### src/rtl/load_buffer.sv
// load_buffer: holds address-resolved loads until all older stores commit,
// issues one per cycle to the data-memory port, and registers the
// aligned/extended result for CDB writeback.
module load_buffer #(
  parameter int unsigned LB_SIZE   = 4,
  parameter int unsigned ROB_IDX_W = 5,
  parameter int unsigned STCNT_W   = 3,
  parameter int unsigned XLEN      = 32
) (
  input  logic                 clock,
  input  logic                 reset,
  input  logic                 alloc_valid,
  input  logic [XLEN-1:0]      alloc_addr,
  input  logic [1:0]           alloc_size,
  input  logic                 alloc_unsigned,
  input  logic [ROB_IDX_W-1:0] alloc_rob_idx,
  input  logic [STCNT_W-1:0]   alloc_st_cnt,
  input  logic                 commit_wr_mem,
  input  logic                 branch_misprediction,
  input  logic                 lb_exec_stall,
  input  logic                 lb_wr_enable,
  input  logic [XLEN-1:0]      mem2lb_data,
  output logic                 lb_full,
  output logic                 lb_read_mem,
  output logic [XLEN-1:0]      lb2mem_addr,
  output logic                 lb_wr_valid,
  output logic [ROB_IDX_W-1:0] lb_wr_rob_idx,
  output logic [XLEN-1:0]      lb_wr_value
);

  localparam int unsigned IDX_W = (LB_SIZE > 1) ? $clog2(LB_SIZE) : 1;

  typedef struct packed {
    logic                 valid;
    logic [XLEN-1:0]      addr;
    logic [1:0]           size;
    logic                 is_unsigned;
    logic [ROB_IDX_W-1:0] rob_idx;
    logic [STCNT_W-1:0]   st_cnt;
  } entry_t;

  entry_t             ent [LB_SIZE];
  entry_t             iss_ent;
  entry_t             alloc_ent;
  logic [LB_SIZE-1:0] valid_vec;
  logic [LB_SIZE-1:0] ready_vec;
  logic [IDX_W-1:0]   iss_idx;
  logic [IDX_W-1:0]   free_idx;
  logic               has_ready;
  logic               issue;
  logic               alloc_ok;
  logic [7:0]         ld_byte;
  logic [15:0]        ld_half;
  logic [XLEN-1:0]    ld_value;

  // Per-entry valid and ready (no older stores outstanding) vectors
  always_comb begin
    valid_vec = '0;
    ready_vec = '0;
    for (int i = 0; i < LB_SIZE; i++) begin
      valid_vec[i] = ent[i].valid;
      ready_vec[i] = ent[i].valid && (ent[i].st_cnt == '0);
    end
  end

  // Lowest-index ready entry for issue and lowest-index free entry for alloc
  always_comb begin
    has_ready = 1'b0;
    iss_idx   = '0;
    free_idx  = '0;
    for (int i = LB_SIZE - 1; i >= 0; i--) begin
      if (ready_vec[i]) begin
        has_ready = 1'b1;
        iss_idx   = IDX_W'(i);
      end
      if (!valid_vec[i]) begin
        free_idx = IDX_W'(i);
      end
    end
  end

  // Issue/alloc qualification; flush blocks both, full blocks alloc
  always_comb begin
    lb_full     = &valid_vec;
    issue       = has_ready && !lb_exec_stall && !branch_misprediction;
    alloc_ok    = alloc_valid && !lb_full && !branch_misprediction;
    iss_ent     = ent[iss_idx];
    lb_read_mem = issue;
    lb2mem_addr = issue ? {iss_ent.addr[XLEN-1:2], 2'b00} : '0;
  end

  // New entry contents; a same-cycle commit already counts against it
  always_comb begin
    alloc_ent             = '0;
    alloc_ent.valid       = 1'b1;
    alloc_ent.addr        = alloc_addr;
    alloc_ent.size        = alloc_size;
    alloc_ent.is_unsigned = alloc_unsigned;
    alloc_ent.rob_idx     = alloc_rob_idx;
    alloc_ent.st_cnt      = alloc_st_cnt;
    if (commit_wr_mem && (alloc_st_cnt != '0)) begin
      alloc_ent.st_cnt = alloc_st_cnt - STCNT_W'(1);
    end
  end

  // Lane extraction and sign/zero extension of the returned memory word
  always_comb begin
    ld_byte  = mem2lb_data[{iss_ent.addr[1:0], 3'b000} +: 8];
    ld_half  = mem2lb_data[{iss_ent.addr[1], 4'b0000} +: 16];
    ld_value = mem2lb_data;
    case (iss_ent.size)
      2'd0: ld_value = iss_ent.is_unsigned ? XLEN'(ld_byte)
                                           : {{(XLEN-8){ld_byte[7]}}, ld_byte};
      2'd1: ld_value = iss_ent.is_unsigned ? XLEN'(ld_half)
                                           : {{(XLEN-16){ld_half[15]}}, ld_half};
      default: ld_value = mem2lb_data;
    endcase
  end

  // Entry storage: flush > store-count decrement / issue free / alloc
  always_ff @(posedge clock) begin
    if (reset) begin
      for (int i = 0; i < LB_SIZE; i++) begin
        ent[i] <= '0;
      end
    end else if (branch_misprediction) begin
      for (int i = 0; i < LB_SIZE; i++) begin
        ent[i].valid <= 1'b0;
      end
    end else begin
      for (int i = 0; i < LB_SIZE; i++) begin
        if (commit_wr_mem && ent[i].valid && (ent[i].st_cnt != '0)) begin
          ent[i].st_cnt <= ent[i].st_cnt - STCNT_W'(1);
        end
        if (issue && (iss_idx == IDX_W'(i))) begin
          ent[i].valid <= 1'b0;
        end
        if (alloc_ok && (free_idx == IDX_W'(i))) begin
          ent[i] <= alloc_ent;
        end
      end
    end
  end

  // Writeback register: load on issue, release when the CDB accepts it
  always_ff @(posedge clock) begin
    if (reset) begin
      lb_wr_valid   <= 1'b0;
      lb_wr_rob_idx <= '0;
      lb_wr_value   <= '0;
    end else if (branch_misprediction) begin
      lb_wr_valid <= 1'b0;
    end else if (issue) begin
      lb_wr_valid   <= 1'b1;
      lb_wr_rob_idx <= iss_ent.rob_idx;
      lb_wr_value   <= ld_value;
    end else if (lb_wr_enable) begin
      lb_wr_valid <= 1'b0;
    end
  end

endmodule

### config.mk
export PLATFORM = sky130hd
export DESIGN_NAME = load_buffer
export DESIGN_NICKNAME = d
export VERILOG_FILES = /design/src/rtl/load_buffer.sv
export SDC_FILE = /design/constraint.sdc
export NUM_CORES = 1
export LEC_CHECK = 0
export ABC_AREA = 1
export CAP_MARGIN = 10
export CORE_UTILIZATION = 49
export DETAILED_ROUTE_END_ITERATION = 12
export PLACE_DENSITY = 0.77
export SETUP_SLACK_MARGIN = 0.2
export SYNTH_ARGS = -nofsm -noshare
export SYNTH_HDL_FRONTEND = slang
export SYNTH_SLANG_ARGS = --single-unit
export TNS_END_PERCENT = 1
### constraint.sdc
create_clock -name clock -period 3.3 [get_ports clock]
set_clock_uncertainty 0.2 [all_clocks]
set_input_delay 0.66 -clock clock [delete_from_list [all_inputs] [get_ports clock]]
set_output_delay 0.66 -clock clock [all_outputs]
set_load 0.005 [all_outputs]
# [After elaboration in Yosys (flattened, before gate mapping)]
# Memories as Yosys holds them, arrays and structs flattened.
# Index checks and enable logic that the tools add are counted.
[classes] add_sub_neg=5 n_shift=2 eq_ne=7 n_bitwise=25 reduce_logical=44 n_mux=96
[op_table] op="40-bit two-way mux" n=4
[op_table] op="32-bit two-way mux" n=3
[op_table] op="1-bit two-way mux" n=71
[op_table] op="32-bit one-hot mux with 2 select lines" n=1
[op_table] op="32-bit by 6-bit indexed part select with 16-bit output" n=1
[op_table] op="32-bit by 6-bit indexed part select with 8-bit output" n=1
[op_table] op="3-bit two-way mux" n=9
[op_table] op="1-bit logical AND" n=25
[op_table] op="1-bit OR" n=24
[op_table] op="2-bit two-way mux" n=8
[op_table] op="3-bit nonzero test" n=5
[op_table] op="3-bit by 1-bit subtractor with 3-bit output, second input constant" n=5
[op_table] op="3-bit zero test" n=4
[op_table] op="2-bit equality test, second input constant" n=4
[op_table] op="2-bit by 1-bit equality test with 1-bit output, second input constant" n=3
[op_table] op="2-bit zero test" n=3
[op_table] op="4-bit AND reduction" n=1
[op_table] op="1-bit zero test" n=3
[op_table] op="2-bit AND reduction" n=1
[op_table] op="2-bit nonzero test" n=1
[op_table] op="2-bit OR reduction" n=1
[op_table] op="1-bit inverter" n=1
[word_totals] mem_count=1 reg_bits=38 output_inout_bits=72 ramBits=176 inputBits=82
[memory_table] name="ent" depth=4 width=44 rd=5 rd_ports_with_merged_regs=0 write_ports=4 line="42" source="entry_t ent [LB_SIZE];"

# [Longest topological paths before layout]
# An unclocked memory read counts as a cell.
[logic_depth] depth_word=16 mapped_depth=19 ltp_nobuf=19

# [Worst setup path after synthesis]
# OpenSTA, ideal clock, no wires.
[synth_timing] path_kind="input port to flip-flop" from="input reset" to="memory ent[2][0] (netlist name) (enable)" t_required_ps=2802 slack_ps=52 path_stages=7 setup_ps=298 arrival_time_ps=2750 n_path_buf=1 path_cell_list="clkbuf_1 > nor2_1 > nand3_1 > nor2_1 > clkinv_1 > nand2_1 > or2_2"
[synth_lines] item="start, declared" line="11" source="input logic reset,"
[synth_lines] item="end, declared" line="42"

==> qor.yml <==
fin_nets: 1272
root_buffer: "clkbuf_16"
synth_area_leaders: "edfxtp_1, dfxtp_1, nor2_1, a22oi_1, inv_1"
synthToLayoutAreaGrowth_pct: 33.97
grt_antenna_before_repair: 1
synth_cells: 993
die_h_um: 143.8
ios: 154
globalRouteTotalUtil_pct: 25.87
start_kind: "flop"
postCtsHoldBufs: 0
power_mw: 6.688
violations: "negative setup slack"
register_area_sq_mm: 0.006046
arrival_ns: 2.48
place_inst: 1392
crit_fanout: 6
grt_setup_unrepaired: "yes"
start_util_pct: 50.30
clk_latency_ns: 0.52
vias_per_cell: 5.415
post-route-util_pct: 67.38
cts_tree: "yes"
htree_levels: 1
fin_crit_sh_pct: 101.2
routed-via-count: 7917
gr-total-overflow: 0
async_flop_share_pct: 0
core_sq_mm: 0.01959
firstDrtPassIters: 5
port_buffers: 151
status: "finished, violations left"
rows: 51
crit_required_ns: 2.44
grt_util_met1_pct: 31.26
wirelength_um: 26280
finalNonFillerCells: 1462
grt-busiest-layer: "met2"
setup_violations: 15
global_route.usage.met3_pct: 5.698
cts_buffers: 23
grt_pass1_wl_um: 40480
dieArea_sq_mm: 0.02068
synth_seq_cells: 214
grt_pass1_vias: 7944
fin_ws_ns: -0.04061
yosysUniqueCellTypes: 45
grt_util_met2_pct: 44.97
post-route-cell-area_sq_mm: 0.01320
drtAntennaViolNets: 0
n_fill_cell: 1422
wl_per_cell_um: 17.97
slew_headroom_pct: 53.92
endpoint_kind: "output pin"
yosysTopAreaCell: "edfxtp_1"
synth_ff_type: "edfxtp_1"
hold_path_class: "reg2reg"
p_leak_nw: 5.464
clk_pin_slew_ns: 0.06
route.detailed.drc: 0
place_hpwl_um: 15880
synth_top_area_share_pct: 53.64
critPathKind: "reg2out"
fmax_mhz: 299.3
power.density_mw_per_mm2: 506.7
chipWidth_um: 143.8
synth-warning-count: 0
ir_drop_uv: 358.6
synth_edf_count: 176
gp_congestion: 0.9243
syn_area_sq_mm: 0.009853
cts_sinks: 214
multi_input_area_sq_mm: 0.003423
drive_gt1_share_pct: 19.40
drv_slew: 0
avgSynthCellArea_sq_um: 9.923
clock_path_buffers: 3
dpl_cell_area_sq_mm: 0.01187
min_period_ns: 3.341
tightest_slew_ns: 0.6848
hold_violations: 0
maxCapViolations: 0
drt_iter0_markers: 439
synth_seq_area_share_pct: 61.36
grt_max_degree: 53
[cell families (layout without fill, tap and decap cells)]
group | after synthesis | in the layout | synth area share, %
compound gates | 207 | 207 | 12.72
xor+xnor | 5 | 5 | 0.4445
fa+ha+maj | 10 | 10 | 1.270
buf+inv | 186 | 388 | 7.810
flops | 214 | 214 | 61.36
other cells | 1 | 3 | 0.03806
simple gates | 370 | 370 | 16.36
[cell usage after synthesis (all sizes together), types with 10 or more instances]
library cell,number
nor2,193
inv,133
clkbuf,35
edfxtp,176
o21ai,56
a22oi,70
nand3,36
a21oi,64
buf,15
dfxtp,38
ha,10
nand2,128
[final timing paths]
check | from | endpoint | slack, ns | cells past startpoint
min | lb_wr_value[9] | lb_wr_value[9] | 0.27 | 2
max reg2reg | ent[2][0] | lb_wr_value[16] | 0.11 | 23
max | ent[2][0] | lb2mem_addr[4] | -0.04 | 15
min reg2reg | lb_wr_value[9] | lb_wr_value[9] | 0.27 | 2
[layout by cell type (no fill, tap or decap), types with 30 or more instances in the layout]
cell type	instances
nand2_1	115
a22oi_2	38
o21ai_0	45
edfxtp_1	176
nor2_1	186
nand3_1	30
buf_2	30
inv_1	122
a21oi_1	41
a22oi_1	32
dfxtp_1	38
clkdlybuf4s50_1	120
[worst max-delay path: stages, from the launching register on]
cell and delay, ns:
edfxtp_1 0.37, inv_2 0.09, ha_4 0.14, ha_4 0.14, nand2_4 0.05, nand4_1 0.09
nand2_2 0.09, nand2_4 0.13, buf_6 0.14, nand2_8 0.06, buf_12 0.14, inv_12 0.07
buf_8 0.13, a22oi_2 0.05, a21oi_1 0.13, buf_2 0.13
[registers in the layout, summed over array words and instances (netlist names)]
register       flops
lb_wr_rob_idx      5
lb_wr_value       32
ent              176
lb_wr_valid        1
[where the power goes]
| group | switching (mW) | internal [mW] |
|---|---|---|
| sequential | 0.0727 | 3.11 |
| combinational | 0.602 | 0.447 |
| clock | 1.06 | 1.40 |
| total | 1.73 | 4.96 |
[per-layer routing]
layer | vias up | part of all wire (%)
met2 | 349 | 50
met4 | 0 | 2.9
met3 | 69 | 8.9
met1 | 3758 | 38
met5 | - | 0
li1 | 3741 | -
[metrics by stage]
stage	hold slack (ns)	worst slack [ns]	setup TNS, ns
floorplan	0.2580	0.3487	0
global placement	0.2526	0.05811	0
detailed placement	0.2554	-0.007674	-0.007736
CTS	0.2654	0.008311	0
global route	0.2960	-0.1422	-2.691
finish	0.2661	-0.04061	-0.2630
[timing repair]
item | 4_1_cts | 5_1_grt
pin swaps | 44 | 40
setup endpoints to repair | 31 | 62
gates cloned | 7 | 0
resized for setup | 198 | 34
buffers inserted | 18 | 3
[cell type report]
class                   instances  share of cell area (%)
repair buffers                208                   16.00
repair inverters                3                  0.2749
clock inverters                12                  0.7962
diodes                          1                 0.01896
well taps                     265                   2.512
multi-input cells             594                   25.93
inverters                     136                   4.057
clock buffers                  29                   4.607
flip-flops and latches        214                   45.80
(Power assumes the default switching activity.)
